[config.mk]
export PLATFORM = sky130hd
export DESIGN_NAME = ball_motion
export DESIGN_NICKNAME = d
export VERILOG_FILES = /design/src/rtl/ball_motion.sv
export SDC_FILE = /design/constraint.sdc
export NUM_CORES = 1
export LEC_CHECK = 0
export ABC_AREA = 1
export BUFFER_PORTS_ARGS = -buffer_cell sky130_fd_sc_hd__buf_2
export CORE_UTILIZATION = 65
export DETAILED_ROUTE_END_ITERATION = 6
export GPL_TIMING_DRIVEN = 0
export PLACE_DENSITY = 0.87
export SLEW_MARGIN = 10
export SYNTH_ARGS = -nofsm -noshare
export SYNTH_HDL_FRONTEND = slang
export SYNTH_SLANG_ARGS = --single-unit
[constraint.sdc]
create_clock -name clk -period 6.91 [get_ports clk]
set_input_delay 0.3455 -clock clk [delete_from_list [all_inputs] [get_ports clk]]
set_output_delay 0.3455 -clock clk [all_outputs]
set_load 0.005 [all_outputs]
[src/rtl/ball_motion.sv]
// Ball kinematics for Breakout: parks the ball on the paddle until a serve,
// then steps it once per frame tick with wall, brick and paddle bounces.
// Handshake note: there are no valid/ready pairs here. tick, serve and
// brick_hit are plain strobes sampled on the rising clk edge, and every
// output is a registered level or a single-clk pulse.
module ball_motion #(
    parameter int H_RES     = 640,
    parameter int V_RES     = 480,
    parameter int BALL_SIZE = 8,
    parameter int PADDLE_W  = 100,
    parameter int PADDLE_Y  = 440,
    parameter int STEP      = 2
) (
    input  logic       clk,
    input  logic       reset,
    input  logic       tick,
    input  logic       serve,
    input  logic [9:0] paddle_pos,
    input  logic       brick_hit,
    output logic [9:0] ball_x,
    output logic [9:0] ball_y,
    output logic       ball_active,
    output logic       paddle_hit,
    output logic       miss
);

    // 11-bit constants so that position sums never wrap in the compares
    localparam logic [10:0] HR      = 11'(H_RES);
    localparam logic [10:0] VR      = 11'(V_RES);
    localparam logic [10:0] BS      = 11'(BALL_SIZE);
    localparam logic [10:0] PW      = 11'(PADDLE_W);
    localparam logic [10:0] PY      = 11'(PADDLE_Y);
    localparam logic [10:0] ST      = 11'(STEP);
    localparam logic [10:0] BS_HALF = 11'(BALL_SIZE / 2);
    localparam logic [10:0] PW_HALF = 11'(PADDLE_W / 2);
    localparam logic [9:0]  PARK_Y  = 10'(PADDLE_Y - BALL_SIZE);
    localparam logic [9:0]  RESET_X = 10'(H_RES / 2 - BALL_SIZE / 2);

    typedef enum logic [1:0] {IDLE, PLAY, MISS} state_t;

    state_t      state;
    logic        dx;
    logic        dy;
    logic        brick_latch;

    logic [10:0] x_w;
    logic [10:0] y_w;
    logic [10:0] p_w;
    logic        latch_now;
    logic        miss_det;
    logic        pad_det;
    logic        top_det;
    logic        eff_dx;
    logic [9:0]  next_x;
    logic [9:0]  next_y;
    logic        next_dx;
    logic        next_dy;

    assign x_w = {1'b0, ball_x};
    assign y_w = {1'b0, ball_y};
    assign p_w = {1'b0, paddle_pos};

    // Next position/direction for a PLAY tick; y rules are prioritised, x is independent
    always_comb begin
        latch_now = brick_latch | brick_hit;
        miss_det  = dy && (y_w + BS + ST >= VR);
        pad_det   = dy && (y_w + BS <= PY) && (PY <= y_w + BS + ST)
                       && (x_w + BS > p_w) && (x_w < p_w + PW);
        top_det   = !dy && (y_w <= ST);

        next_y  = ball_y;
        next_dy = dy;
        if (pad_det) begin
            next_y  = PARK_Y;
            next_dy = 1'b0;
        end else if (top_det) begin
            next_y  = 10'd0;
            next_dy = 1'b1;
        end else if (latch_now) begin
            // reverse first, then step; a reversal right at the top clamps to 0
            next_dy = !dy;
            if (dy) next_y = (y_w <= ST) ? 10'd0 : 10'(y_w - ST);
            else    next_y = 10'(y_w + ST);
        end else if (dy) begin
            next_y = 10'(y_w + ST);
        end else begin
            next_y = 10'(y_w - ST);
        end

        // paddle english: hitting left of centre sends the ball left
        eff_dx = pad_det ? (x_w + BS_HALF >= p_w + PW_HALF) : dx;
        if (!eff_dx && (x_w <= ST)) begin
            next_x  = 10'd0;
            next_dx = 1'b1;
        end else if (eff_dx && (x_w + BS + ST >= HR)) begin
            next_x  = 10'(HR - BS);
            next_dx = 1'b0;
        end else begin
            next_x  = eff_dx ? 10'(x_w + ST) : 10'(x_w - ST);
            next_dx = eff_dx;
        end
    end

    // Control FSM with registered position, direction, latch and status outputs
    always_ff @(posedge clk) begin
        if (reset) begin
            state       <= IDLE;
            dx          <= 1'b1;
            dy          <= 1'b0;
            ball_x      <= RESET_X;
            ball_y      <= PARK_Y;
            ball_active <= 1'b0;
            paddle_hit  <= 1'b0;
            miss        <= 1'b0;
            brick_latch <= 1'b0;
        end else begin
            paddle_hit <= 1'b0;
            miss       <= 1'b0;
            case (state)
                IDLE: begin
                    ball_x      <= 10'(p_w + PW_HALF - BS_HALF);
                    ball_y      <= PARK_Y;
                    brick_latch <= 1'b0;
                    if (serve) begin
                        state       <= PLAY;
                        dx          <= 1'b1;
                        dy          <= 1'b0;
                        ball_active <= 1'b1;
                    end
                end
                PLAY: begin
                    if (tick) begin
                        brick_latch <= 1'b0;
                        if (miss_det) begin
                            state       <= MISS;
                            miss        <= 1'b1;
                            ball_active <= 1'b0;
                        end else begin
                            ball_x     <= next_x;
                            ball_y     <= next_y;
                            dx         <= next_dx;
                            dy         <= next_dy;
                            paddle_hit <= pad_det;
                        end
                    end else if (brick_hit) begin
                        brick_latch <= 1'b1;
                    end
                end
                MISS: begin
                    state <= IDLE;
                end
                default: begin
                    state <= IDLE;
                end
            endcase
        end
    end

endmodule

Word level (Yosys, flattened, before mapping) --
Cells that the tools add are included.
Word-level totals: bits in registers 28, output and inout bits 23, word-level logic and storage cells 100, input bits 15
Cells by class: bitwise logic cells 3, reduce and logical (&&, ||, !) cells 20, $lt $le $gt $ge 9, add/subtract/negate cells 12, equality and inequality tests 7, mux-type cells 40
Operators by type and width (number):
- 10-bit 2-to-1 mux | 13
- 10-bit one-hot mux with 2 select lines | 2
- 10-bit by 4-bit adder with 11-bit output, second input constant | 2
- 11-bit by 2-bit adder with 11-bit output, second input constant | 2
- 10-bit by 2-bit adder with 10-bit output, second input constant | 2
- 10-bit by 2-bit <= comparator with 1-bit output, second input constant | 2
- 10-bit by 2-bit subtractor with 10-bit output, second input constant | 2
- 1-bit 2-to-1 mux | 17
- 10-bit by 3-bit adder with 11-bit output, second input constant | 1
- 10-bit by 6-bit adder with 11-bit output, second input constant | 1
- 10-bit by 7-bit adder with 11-bit output, second input constant | 1
- 11-bit by 10-bit greater-or-equal comparator with 1-bit output, second input constant | 1
- 11-bit greater-or-equal comparator | 1
- 11-bit by 9-bit greater-or-equal comparator with 1-bit output, second input constant | 1
- 11-bit by 10-bit > comparator with 1-bit output | 1
- 11-bit by 9-bit <= comparator with 1-bit output, second input constant | 1
- 9-bit by 11-bit <= comparator with 1-bit output, first input constant | 1
- 10-bit by 11-bit < comparator with 1-bit output | 1
- 10-bit by 3-bit subtractor with 10-bit output, second input constant | 1
- 1-bit logical AND | 8
- 2-bit inequality test, second input constant | 4
- 1-bit one-hot mux with 2 select lines | 4
- 4-bit AND reduction | 2
- 2-bit 2-to-1 mux | 3
- other kinds (14) | 17

Logic depth before layout (Yosys ltp) --
depth after elaboration 13, mapped depth 25, gate-level depth less buffers 24

Worst setup path before layout --
No wires, ideal clock.
path kind reg-to-reg, start point reg ball_x[4], end point reg ball_x[2], data arrival time 2.870 ns, period minus slack after synthesis 2.982 ns, setup time 0.112 ns, buffers on the path 0, cell stages (with the launch flop) 21, slack 3.928 ns, data required time 6.798 ns, path through dfxtp_1 ha_1 nand2_1 inv_1 nand2_1 xor2_1 o21ai_0 ha_1 nand4_1 or2_2 or2_2 nand4_1 inv_1 nand3_1 nand2_1 nand2_1 nand2_1 nand2_1 nand2_1 nand2_1 nand2_1
On the way: longest elaborated chain between the ends 11, elaborated cells between the ends (all ways) 20, classes of those cells 3 x add/sub; 5 x order compare; 7 x mux; 5 x reduce/logical
RTL lines:
- from (decl) | line 20 | output logic [9:0] ball_x,
- from (signal assigned) | line 121 | ball_x <= 10'(p_w + PW_HALF - BS_HALF);
- from (signal assigned) | line 139 | ball_x <= next_x;
- parallel branches: the longest is 7 deep, another holds 10-bit by 4-bit adder with 11-bit output
- 10-bit 2-to-1 mux (*) | line 92 | if (!eff_dx && (x_w <= ST)) begin
- 10-bit 2-to-1 mux (*) | line 134 | if (miss_det) begin
- 10-bit 2-to-1 mux (*) | line 132 | if (tick) begin
- 10-bit one-hot mux with 2 select lines (*) | line 119 | case (state)
Mark *: on every way between the ends. The select of a mux whose other input is x is not followed. A chain may end at the register's enable or synchronous reset.

Worst setup path after layout --
Ends and elaborated chain as after synthesis.

==> metrics.txt <==
# TYPE chip_impl_metric gauge
chip_impl_metric{name="clock_tree.buffer_depth",unit=""} 2
chip_impl_metric{name="final_core_util",unit="%"} 74.36
chip_impl_metric{name="pwr-share-comb",unit="%"} 62.7
chip_impl_metric{name="setup-tns-final",unit="ns"} 0
chip_impl_info{name="critPathLaunchType",value="flop"} 1
chip_impl_metric{name="drive_above_1_share",unit="%"} 13.20
chip_impl_metric{name="share_seq_of_total_power",unit="%"} 25.9
chip_impl_info{name="timing.hold.worst.class",value="input port to flop"} 1
chip_impl_info{name="path_class",value="flop to flop"} 1
chip_impl_metric{name="grt_util_all_layers",unit="%"} 35.84
chip_impl_info{name="slowest_stage",value="sky130_fd_sc_hd__dfxtp_1"} 1
chip_impl_info{name="unrepaired_setup_endpoints_after_global_routing",value="no"} 1
chip_impl_info{name="critPathMostFrequentCell",value="sky130_fd_sc_hd__nand2_1"} 1
chip_impl_metric{name="placement.setup.worst_slack",unit="ns"} 3.285
chip_impl_info{name="setup.worst_path.end_class",value="flop"} 1
chip_impl_metric{name="rows",unit=""} 28
chip_impl_metric{name="synth_edf_count",unit=""} 0
chip_impl_metric{name="num_io_pins",unit=""} 38
chip_impl_metric{name="final_cell_area",unit="µm²"} 4507
chip_impl_metric{name="async_flop_share",unit="%"} 0
chip_impl_info{name="cts_tree",value="yes"} 1
chip_impl_metric{name="cp_data_arrival_time",unit="ns"} 3.87
chip_impl_metric{name="grt_pass1_vias",unit=""} 4025
chip_impl_metric{name="antenna_violations_before_repair",unit=""} 0
chip_impl_metric{name="post-cts-setup-buffers",unit=""} 0
chip_impl_metric{name="yosys_warnings",unit=""} 0
chip_impl_metric{name="place_area",unit="µm²"} 4462
chip_impl_metric{name="synthCells",unit=""} 672
chip_impl_metric{name="drt-vias-per-instance",unit=""} 5.860
chip_impl_metric{name="total_iterations_of_the_first_detailed_routing_run",unit=""} 5
chip_impl_metric{name="fin_crit_sh",unit="%"} 53.53
chip_impl_info{name="outcome",value="complete, no violations"} 1
chip_impl_metric{name="finalHoldWorstSlack",unit="ns"} 0.3035
chip_impl_metric{name="cts_hold_buffers",unit=""} 0
chip_impl_metric{name="finalWorstSetupSlack",unit="ns"} 3.211
chip_impl_info{name="timing.critical_path.from",value="ball_x[4]"} 1
chip_impl_metric{name="die_area",unit="µm²"} 6768
chip_impl_metric{name="p_sw_share",unit="%"} 50.37
chip_impl_info{name="dominantRegCellSynth",value="sky130_fd_sc_hd__dfxtp_1"} 1
chip_impl_metric{name="layoutNonFillerInstCount",unit=""} 787
chip_impl_metric{name="ctsResizeCount",unit=""} 0
chip_impl_metric{name="max_stage_delay",unit="ns"} 0.61
chip_impl_metric{name="htree_levels",unit=""} 1
chip_impl_metric{name="routedWlPerCell",unit="µm"} 14.93
chip_impl_metric{name="post-route-drc-count",unit=""} 0
chip_impl_metric{name="critical_path_required",unit="ns"} 7.08
chip_impl_metric{name="tightest_slew",unit="ns"} 0.7710
chip_impl_metric{name="detailedRoute.firstIterationViolations",unit=""} 472
chip_impl_metric{name="final.setup_skew",unit="ns"} 0.001626
chip_impl_metric{name="critPathBufInv",unit=""} 2
chip_impl_metric{name="cts_buffer_count",unit=""} 3
chip_impl_metric{name="ir_worst_vdd",unit="mV"} 0.1502
chip_impl_metric{name="die_x",unit="µm"} 82.27
chip_impl_metric{name="timing.max_cap.violations",unit=""} 0
chip_impl_metric{name="hold_viol",unit=""} 0
chip_impl_metric{name="synth-seq-area-share",unit="%"} 12.91
chip_impl_info{name="synth_commonest_cells",value="165 x sky130_fd_sc_hd__nand2_1, 85 x sky130_fd_sc_hd__inv_1, 63 x sky130_fd_sc_hd__nor2_1"} 1
chip_impl_metric{name="p_per_area",unit="nW/µm²"} 173.6
chip_impl_metric{name="detail-route-antenna-nets",unit=""} 0
chip_impl_metric{name="mappedNetlistArea",unit="µm²"} 4188
chip_impl_metric{name="grt_remaining_overflow",unit=""} 0
chip_impl_metric{name="p_sw",unit="mW"} 0.3942
chip_impl_info{name="critical-path-top-delay-family",value="simple AND/OR/NAND/NOR gates"} 1
chip_impl_metric{name="post_synth.cell_area_avg",unit="µm²"} 6.232
chip_impl_metric{name="max-slew-margin-rel",unit="%"} 47.93
chip_impl_metric{name="numClockSinks",unit=""} 27
chip_impl_metric{name="routabilityCongestion",unit=""} 0.9651
chip_impl_info{name="post-synth-top-area-cell",value="sky130_fd_sc_hd__nand2_1"} 1
chip_impl_metric{name="grt_max_degree",unit=""} 15
chip_impl_info{name="ctsRootBufferMaster",value="sky130_fd_sc_hd__clkbuf_8"} 1
chip_impl_metric{name="antenna_cells",unit=""} 0
chip_impl_metric{name="io_buffer_count",unit=""} 36
chip_impl_metric{name="core_area",unit="µm²"} 6061
chip_impl_metric{name="finalPower",unit="mW"} 0.7825
chip_impl_metric{name="dpl.cell_count",unit=""} 783
chip_impl_metric{name="clock_power_share",unit="%"} 11.4
chip_impl_metric{name="die_height",unit="µm"} 82.27
chip_impl_metric{name="detail_route.wirelength",unit="µm"} 11750
chip_impl_metric{name="floorplan.initialDensity",unit="%"} 69.10
chip_impl_info{name="hp-start",value="reset"} 1
chip_impl_metric{name="minimum_clock_period_after_layout",unit="ns"} 3.699
chip_impl_info{name="yosys-top-cells-area",value="sky130_fd_sc_hd__nand2_1 15%, sky130_fd_sc_hd__ha_1 15%, sky130_fd_sc_hd__dfxtp_1 13%"} 1
chip_impl_metric{name="worst_skew_pair_later_pin_latency",unit="ns"} 0.27
chip_impl_metric{name="synth_cell_types",unit=""} 48
chip_impl_metric{name="p_int",unit="mW"} 0.3883
chip_impl_metric{name="synth.net_count",unit=""} 736
chip_impl_metric{name="yosys.area.top_type_share",unit="%"} 14.79
chip_impl_metric{name="num_vias",unit=""} 4612
chip_impl_metric{name="finalSetupViolCount",unit=""} 0
chip_impl_metric{name="postSynthRegisterBits",unit=""} 27
chip_impl_metric{name="slew_violations",unit=""} 0
chip_impl_info{name="worstPathCellList",value="ha_1, nand2_1, inv_1, nand2_1, xor2_1, o21ai_0, ha_1, nand4_1, or2_2, or2_2, nand4_1, inv_1, nand3_1, nand2_1, nand2_1, nand2_1, nand2_1, nand2_1, nand2_1, nand2_1"} 1
chip_impl_metric{name="clkTransAtPathRegs",unit="ns"} 0.09
chip_impl_metric{name="wire_length_of_the_first_global_routing_pass",unit="µm"} 18620
chip_impl_metric{name="post-dp-hpwl",unit="µm"} 9508
chip_impl_info{name="synth_most_common_cell",value="sky130_fd_sc_hd__nand2_1"} 1
chip_impl_info{name="regToRegStartpoint",value="ball_x[4]"} 1
chip_impl_metric{name="critical_path_peak_fanout",unit=""} 10
chip_impl_metric{name="fmaxAchievable",unit="MHz"} 270.3
chip_impl_metric{name="num-nets-final",unit=""} 777
chip_impl_metric{name="cellLeakagePower",unit="nW"} 2.416
chip_impl_metric{name="syn_to_final_growth",unit="%"} 7.619
==> routing by layer <==
layer	up-vias	wire, µm	GRT usage, %
met5	-	0	0
met4	0	199	8.596
met3	23	1229	4.835
met2	223	5067	58.51
met1	2086	5252	49.41
li1	2280	-	-
==> cell usage in the layout, fill, tap and decap left out, drive strengths merged, types with 2 or more instances in the layout <==
cell	n
dfxtp	27
a21o	2
a31oi	2
or2	5
a21oi	30
a22oi	2
nor4	2
buf	49
clkinv	2
nor3	12
o211ai	6
o22ai	3
o311ai	2
nor2	70
ha	49
nand3b	2
inv	89
o21ai	35
nand3	66
o21bai	2
nand4	17
xnor2	3
o31ai	2
nand2	181
xor2	36
a211oi	2
clkbuf	8
==> flip-flops by register name, summed over array words and instances (netlist names) <==
signal	cells
ball_x	10
dx	1
miss	1
ball_y	9
state	2
paddle_hit	1
brick_latch	1
ball_active	1
dy	1
==> final timing paths <==
path | endpoint | slack (ns) | depth (start not counted)
worst max register to register | ball_x[2] | 3.21 | 20
worst max-delay path | ball_x[2] | 3.21 | 20
worst min register to register | ball_active | 0.47 | 2
worst min-delay path | brick_latch | 0.30 | 2
==> power groups by stage <==
stage | registers, mW | logic [mW] | clock network (mW)
floorplan | 0.196 | 0.361 | 0
global placement | 0.204 | 0.467 | 0
detailed placement | 0.205 | 0.477 | 0
CTS | 0.201 | 0.482 | 0.0893
global route | 0.204 | 0.554 | 0.0950
finish | 0.203 | 0.490 | 0.0892
==> kinds of logic (layout without fill, tap and decap cells) <==
family	after synthesis	count (layout)	synth area share (%)
AOI/OAI and AO/OA	92	92	12.88
xor gates and xnor gates	39	39	8.157
adders and majority gates	49	49	14.64
buffers and inverters	108	148	10.79
DFF	27	27	12.91
other	1	1	0.08955
and+or+nand+nor	356	356	40.54
==> area by class of cell <==
cell class,count,area [µm²]
buffer,17,107.6
clock buffer,4,45.04
fill,535,1554
inverter,91,344.1
multi-input combinational,537,3196
sequential,27,540.5
tap,75,93.84
timing repair buffer,36,180.2
==> worst reg2reg max path: stages (launching register included) <==
cell                      delay, ns
sky130_fd_sc_hd__dfxtp_1       0.61
sky130_fd_sc_hd__ha_1          0.27
sky130_fd_sc_hd__nand2_1       0.09
sky130_fd_sc_hd__inv_1         0.09
sky130_fd_sc_hd__nand2_1       0.08
sky130_fd_sc_hd__xor2_1        0.31
sky130_fd_sc_hd__o21ai_0       0.17
sky130_fd_sc_hd__ha_1          0.36
sky130_fd_sc_hd__nand4_1       0.09
sky130_fd_sc_hd__or2_2         0.30
sky130_fd_sc_hd__or2_2         0.28
sky130_fd_sc_hd__nand4_1       0.19
sky130_fd_sc_hd__inv_1         0.07
sky130_fd_sc_hd__nand3_1       0.18
sky130_fd_sc_hd__nand2_1       0.14
sky130_fd_sc_hd__nand2_1       0.08
sky130_fd_sc_hd__nand2_1       0.06
sky130_fd_sc_hd__nand2_1       0.08
sky130_fd_sc_hd__nand2_1       0.05
sky130_fd_sc_hd__nand2_1       0.05
sky130_fd_sc_hd__nand2_1       0.05
(Power assumes the default switching activity.)
